<file path="src/rtl/bch_pkg.sv">
// Shared constants, FSM state encoding and a long-division reference model
// for the systematic BCH stream encoder family.
package bch_pkg;

  localparam int BCH_N = 31;
  localparam int BCH_K = 20;
  localparam int BCH_R = BCH_N - BCH_K;

  // g(x) = x^10 + x^9 + x^8 + x^5 + x + 1
  localparam logic [10:0] BCH_GEN = 11'b11100100011;

  typedef enum logic [1:0] {
    IDLE  = 2'd0,
    SHIFT = 2'd1,
    DONE  = 2'd2
  } bch_enc_state_t;

  // Degree of the default generator (index of its highest set coefficient).
  function automatic int bch_gen_degree();
    int d;
    d = 0;
    for (int i = 0; i < 11; i++) begin
      if (BCH_GEN[i]) d = i;
      else            d = d;
    end
    return d;
  endfunction

  // Remainder of a codeword-wide polynomial modulo g(x) by plain long division.
  function automatic logic [BCH_R-1:0] bch_remainder(input logic [BCH_N-1:0] poly);
    logic [BCH_N-1:0] rem;
    logic [BCH_N-1:0] g_w;
    int               deg;
    deg = bch_gen_degree();
    rem = poly;
    g_w = BCH_N'(BCH_GEN);
    for (int i = BCH_N - 1; i >= 0; i--) begin
      if ((i >= deg) && rem[i]) rem = rem ^ (g_w << (i - deg));
      else                      rem = rem;
    end
    return rem[BCH_R-1:0];
  endfunction

  // Systematic parity for the default code: (msg * x^R) mod g(x).
  function automatic logic [BCH_R-1:0] bch_parity_ref(input logic [BCH_K-1:0] msg);
    return bch_remainder({msg, {BCH_R{1'b0}}});
  endfunction

endpackage

</file>
<file path="src/rtl/bch_lfsr_step.sv">
// One beat of the BCH remainder LFSR: folds P message bits (highest order
// first) into an R-bit remainder.  Each bit performs r <- (r*x + b*x^R) mod g.
// The generator may have degree D <= R; when D == R this is the classic
// fb = b ^ r[R-1] feedback register, and for D < R the parity field simply
// carries R-D leading zero coefficients.
module bch_lfsr_step
  import bch_pkg::*;
#(
  parameter int         R   = BCH_R,
  parameter int         P   = 4,
  parameter logic [R:0] GEN = (R + 1)'(BCH_GEN)
) (
  input  logic [R-1:0] state_in,
  input  logic [P-1:0] bits_in,
  output logic [R-1:0] state_out
);

  // Degree of the generator actually supplied.
  function automatic int gen_degree();
    int d;
    d = 0;
    for (int i = 0; i <= R; i++) begin
      if (GEN[i]) d = i;
      else        d = d;
    end
    return d;
  endfunction

  localparam int D = gen_degree();

  // x^R mod g(x): the contribution of a single message bit entering the register.
  function automatic logic [R-1:0] x_pow_r_mod_g();
    logic [R:0] t;
    t    = '0;
    t[0] = 1'b1;
    for (int i = 0; i < R; i++) begin
      t = t << 1;
      if (t[D]) t = t ^ GEN;
      else      t = t;
    end
    return t[R-1:0];
  endfunction

  localparam logic [R-1:0] XR = x_pow_r_mod_g();

  logic [R-1:0] acc_s;
  logic         fb_s;

  // Fold the beat's bits into the remainder, highest-order bit first.
  always_comb begin
    acc_s = state_in;
    fb_s  = 1'b0;
    for (int i = P - 1; i >= 0; i--) begin
      fb_s  = acc_s[D-1];
      acc_s = (acc_s << 1)
            ^ (fb_s       ? GEN[R-1:0] : {R{1'b0}})
            ^ (bits_in[i] ? XR         : {R{1'b0}});
    end
    state_out = acc_s;
  end

endmodule

</file>
<file path="src/rtl/bch_stream_encoder.sv">
// Sequential systematic BCH encoder with valid/ready on both sides.
// A message is captured in IDLE (or in DONE on the same edge the previous
// codeword is taken), its parity is built over K/P beats in SHIFT, and the
// codeword {msg, parity} is held in DONE until the output handshake.
module bch_stream_encoder
  import bch_pkg::*;
#(
  parameter int             N   = BCH_N,
  parameter int             K   = BCH_K,
  parameter logic [N-K:0]   GEN = (N - K + 1)'(BCH_GEN),
  parameter int             P   = 4
) (
  input  logic         clk,
  input  logic         rst_n,
  input  logic         in_valid,
  output logic         in_ready,
  input  logic [K-1:0] in_msg,
  output logic         out_valid,
  input  logic         out_ready,
  output logic [N-1:0] out_codeword,
  output logic         busy
);

  localparam int R     = N - K;
  localparam int BEATS = K / P;
  localparam int CNT_W = (BEATS > 1) ? $clog2(BEATS) : 1;

  localparam logic [CNT_W-1:0] LAST_BEAT = CNT_W'(BEATS - 1);

  localparam logic [1:0] S_IDLE  = IDLE;
  localparam logic [1:0] S_SHIFT = SHIFT;
  localparam logic [1:0] S_DONE  = DONE;

  // Elaboration-time parameter legality.
  if (N <= K) begin : g_chk_nk
    $error("bch_stream_encoder: N must exceed K");
  end
  if ((P < 1) || (P > K) || ((K % P) != 0)) begin : g_chk_p
    $error("bch_stream_encoder: P must divide K with 1 <= P <= K");
  end
  if ((GEN[0] != 1'b1) || (GEN[N-K:1] == '0)) begin : g_chk_gen
    $error("bch_stream_encoder: generator needs a constant term and degree >= 1");
  end

  logic [1:0]       state_q, state_d;
  logic [K-1:0]     msg_q,   msg_d;
  logic [R-1:0]     lfsr_q,  lfsr_d;
  logic [CNT_W-1:0] cnt_q,   cnt_d;
  logic             live_q;

  logic [P-1:0]     beat_bits_s;
  logic [R-1:0]     step_s;
  logic             accept_s;

  // Next P unprocessed message bits, highest order first.
  assign beat_bits_s = msg_q[(K - 1) - (int'(cnt_q) * P) -: P];

  bch_lfsr_step #(
    .R   (R),
    .P   (P),
    .GEN (GEN)
  ) u_step (
    .state_in  (lfsr_q),
    .bits_in   (beat_bits_s),
    .state_out (step_s)
  );

  // live_q keeps in_ready low until the first clock after reset release;
  // in DONE the ready is a pass-through of out_ready for back-to-back accepts.
  assign in_ready = live_q & ((state_q == S_IDLE) | ((state_q == S_DONE) & out_ready));
  assign accept_s = in_valid & in_ready;

  assign out_valid    = (state_q == S_DONE);
  assign busy         = (state_q != S_IDLE);
  assign out_codeword = {msg_q, lfsr_q};

  // FSM and datapath next-state: capture, per-beat LFSR update, hold for handshake.
  always_comb begin
    state_d = state_q;
    msg_d   = msg_q;
    lfsr_d  = lfsr_q;
    cnt_d   = cnt_q;
    case (state_q)
      S_IDLE: begin
        if (accept_s) begin
          msg_d   = in_msg;
          lfsr_d  = '0;
          cnt_d   = '0;
          state_d = S_SHIFT;
        end else begin
          state_d = S_IDLE;
        end
      end
      S_SHIFT: begin
        lfsr_d = step_s;
        if (cnt_q == LAST_BEAT) begin
          cnt_d   = '0;
          state_d = S_DONE;
        end else begin
          cnt_d   = cnt_q + CNT_W'(1);
        end
      end
      S_DONE: begin
        if (accept_s) begin
          msg_d   = in_msg;
          lfsr_d  = '0;
          cnt_d   = '0;
          state_d = S_SHIFT;
        end else if (out_ready) begin
          state_d = S_IDLE;
        end else begin
          state_d = S_DONE;
        end
      end
      default: begin
        msg_d   = '0;
        lfsr_d  = '0;
        cnt_d   = '0;
        state_d = S_IDLE;
      end
    endcase
  end

  // State registers with asynchronous active-low reset.
  always_ff @(posedge clk or negedge rst_n) begin
    if (!rst_n) begin
      state_q <= S_IDLE;
      msg_q   <= '0;
      lfsr_q  <= '0;
      cnt_q   <= '0;
      live_q  <= 1'b0;
    end else begin
      state_q <= state_d;
      msg_q   <= msg_d;
      lfsr_q  <= lfsr_d;
      cnt_q   <= cnt_d;
      live_q  <= 1'b1;
    end
  end

endmodule

</file>
<file path="config.mk">
export PLATFORM = sky130hd
export DESIGN_NAME = bch_stream_encoder
export DESIGN_NICKNAME = d
export VERILOG_FILES = /design/src/rtl/bch_pkg.sv /design/src/rtl/bch_lfsr_step.sv /design/src/rtl/bch_stream_encoder.sv
export SDC_FILE = /design/constraint.sdc
export NUM_CORES = 1
export LEC_CHECK = 0
export CORE_UTILIZATION = 25
export DETAILED_ROUTE_END_ITERATION = 7
export PLACE_DENSITY = 0.56
export SKIP_LAST_GASP = 1
export SLEW_MARGIN = 20
export SYNTH_ARGS = -nofsm -noshare
export SYNTH_HDL_FRONTEND = slang
export SYNTH_SLANG_ARGS = --single-unit
</file>
<file path="constraint.sdc">
create_clock -name clk -period 2.8 [get_ports clk]
set_input_delay 0.56 -clock clk [delete_from_list [all_inputs] [get_ports clk]]
set_output_delay 0.56 -clock clk [all_outputs]
set_load 0.02 [all_outputs]
</file>
==> summary.md <==
| Metric | Value |
|---|---|
| Final WL | 5656 um |
| Synth cell types | 55 |
| Final Slew Violations | 0 |
| Final hold violation count | 0 |
| Area leader, netlist | dfrtp_1 |
| Share of cells above drive strength 1 | 0.1505 |
| HP Class | reg -> reg |
| CP max stage delay | 0.40 ns |
| Initial DRC Count | slightly below 80 |
| Die span in x | between 90 and 100 um |
| Via count | 1865 |
| Status | finished clean |
| WS Path Type | reg -> reg |
| CP Cell Sequence | inv_4 -> ha_4 -> ha_4 -> mux2i_4 -> o32ai_2 -> o211ai_1 -> nand3_2 -> buf_4 -> xnor2_1 -> nand2_1 -> a211oi_1 -> or3_1 |
| Synth warnings | 0 |
| Area of the multi-input gates | around 1300 sq um |
| Crit Path Max Fanout | 6 |
| Ports | 58 |
| First-pass GRT wire length | 8928 um |
| Synthesized area | between 2000 and 2500 sq um |
| GRT Residual Overflow | 0 |
| Die Y | 96.47 um |
| Crit path buffers/inverters | 2 |
| Via density | 4.819 |
| Drt wl/cell | ~15 um |
| Synth Area per Inst | between 10 and 15 sq um |
| Synthesis-stage register bit count | 36 |
| Root buf cell | clkbuf_8 |
| Unrepaired setup endpoints after global routing | yes |
| Critical path's top delay family | simple AND/OR/NAND/NOR gates |
| Port bufs | 56 |
| Clock Pin Slew Worst Setup and Hold Paths | roughly 0.08 ns |
| DP Area | 2925 sq um |
| Number of H-tree levels | 2 |
| DRC | 0 |
| Maximum operating frequency | around 370 MHz |
| Number of global-route vias before repair | 1855 |
| HPWL after DPL | 4049 um |
| Final Cycle Share | 0.9736 |
| Placed insts | approximately 380 |
| Total GRT Usage | 0.1269 |
| Worst path slowest cell | dfrtp_1 |
| Antenna diode count | 0 |
| CP required | between 2 and 3 ns |
| Clk sinks | 36 |
| Final ANT Viol Nets | 0 |
| Clk_lat worst skew | 0.30 ns |
| 1st-pass router iterations | 4 |
| Storage element area | between 900 and 1000 sq um |
| Worst setup EP type | flip-flop |
| Fillers | 902 |
| CORE AREA | about 8700 sq um |
| Register-to-Register Setup Slack | between 0.07 and 0.08 ns |
| Final setup violation count | 0 |
| CTS tree | yes |
| Main area contributors after synthesis | dfrtp_1 (40%), a22o_1 (8.6%), xnor2_1 (5.5%), nand2_1 (2.9%), o21ai_0 (2.7%) |
| Mapped Cells | 220 |
| Clock skew | between 0.005 and 0.006 ns |
| CTS Hold Bufs | 0 |
| P&R area growth vs syn | 39.26% |
| Gpl congestion | 0.7684 |
| Starting Density | 0.2571 |
| Final net count | around 300 |
| Finished Cell Area | a little over 3000 sq um |
| Max Cap Violations | 0 |
| Total CTS buffers | 5 |
| Minimum clock period | between 2 and 3 ns |
| Most used cell, CP | ha_4 |
| Initial antenna violation count | 0 |
| Post-Syn Nets | between 200 and 250 |
| Seq/Total Area, Yosys | 0.4038 |
| Critical path startpoint category | flip-flop |
| DIE AREA | a little over 9000 sq um |
| Data arrival, critical path | roughly 2.9 ns |
| Rel. slew slack | 0.4681 |
| Worst-margin pin slew | 0.7978 ns |
| Longest Clk Path Bufs | 2 |
| Top-area cell type share of the netlist area | 0.4038 |
| Post-route insts no fill | roughly 390 |
| Rows | 34 |
| Largest net degree at the start of global routing | 37 |
-- routing by layer --
metal | routed length, um | global-route usage | vias to the layer above
met5 | 0 | 0 | -
met4 | 87 | 0.04412 | 0
met3 | 267 | 0.03130 | 10
met2 | 2885 | 0.2160 | 48
met1 | 2416 | 0.1556 | 896
li1 | - | - | 911
-- synthesized netlist by cell type (all sizes together) --
master   n
nand2   17
mux4     1
a22o    22
buf      8
conb     2
o311ai   2
inv      5
nor2b    3
mux2i    5
xor2     8
and2     2
a32oi    1
a31oi    1
or2      4
ha       3
o211ai   4
or4      1
dfrtp   36
o221ai   1
a221o    1
o21ai   17
nand3    2
nor3     3
o21a     3
o21bai   1
a21oi    4
nor4     3
and3     1
a22oi    1
nor2    11
nand4    3
or3      2
xnor2   16
a221oi   1
a211oi   2
a21boi   1
clkbuf   8
nand3b   5
o32ai    2
nand2b   7
-- per-stage QoR --
step	TNS (ns)	setup WS [ns]	util	hold WS (ns)
after floorplan	-0.03701	-0.03701	-	0.2644
after global placement	0	0.1415	0.3371	0.5159
after detailed placement	0	0.07474	0.3371	0.5078
after CTS	0	0.06849	0.3516	0.5338
after global routing	-0.08666	-0.07083	0.3580	0.5575
final	0	0.07386	0.3580	0.5340
-- registers in the layout, summed over array words and instances (netlist names) --
name,flops
lfsr_q,10
live_q,1
msg_q,20
cnt_q,3
state_q,2
-- placed cells by master (no fill, tap or decap), types with 2 or more instances in the layout --
cell type and count:
mux2i_4 2, inv_1 4, or3_1 2, dfrtp_1 36, mux2i_1 3, conb_1 2
o311ai_1 2, clkdlybuf4s50_1 56, buf_4 10, a22o_1 22, nor2_1 11, o21ai_0 11
nor2b_1 3, o21a_1 2, or2_2 4, nand2b_1 6, o32ai_2 2, ha_4 2
a21oi_1 4, xor2_2 2, o211ai_1 3, xnor2_1 14, nand4_1 3, nand2_1 17
nor4_1 3, and2_1 2, clkbuf_8 7, nor3_1 3, xnor2_2 2, xor2_1 5
o21ai_1 5, nand3b_1 4
-- timing repair --
action	4_1_cts	5_1_grt
setup endpoints to repair	0	2
gates resized for setup	0	3
buffers inserted	0	4
-- final timing paths --
check | startpoint | endpoint | cells past startpoint
hold reg to reg | msg_q[1] | msg_q[1] | 1
setup reg to reg | cnt_q[0] | lfsr_q[5] | 12
min in group asynchronous | rst_n | lfsr_q[8] | 2
setup / recovery | cnt_q[0] | lfsr_q[5] | 12
hold / removal | msg_q[1] | msg_q[1] | 1
max in group asynchronous | rst_n | lfsr_q[6] | 2
-- final cells by class --
type / instances / share of cell area
multi-input combinational: 163 / 0.4128
sequential: 36 / 0.2900
timing repair buffer: 67 / 0.2062
tap: 108 / 0.04350
clock buffer: 7 / 0.03101
clock inverter: 1 / 0.009666
inverter: 5 / 0.006847
-- cell families after synthesis --
| group | synth area share |
|---|---|
| adders and majority gates | 0.01683 |
| AOI/OAI and AO/OA | 0.2187 |
| other | 0.003366 |
| and+or+nand+nor | 0.1598 |
| muxes | 0.03982 |
| buffers and inverters | 0.04991 |
| xor gates and xnor gates | 0.1077 |
| DFF | 0.4038 |
Power is not shown: default switching activity piles up to over one toggle a cycle in this logic, so the estimate is an artifact.
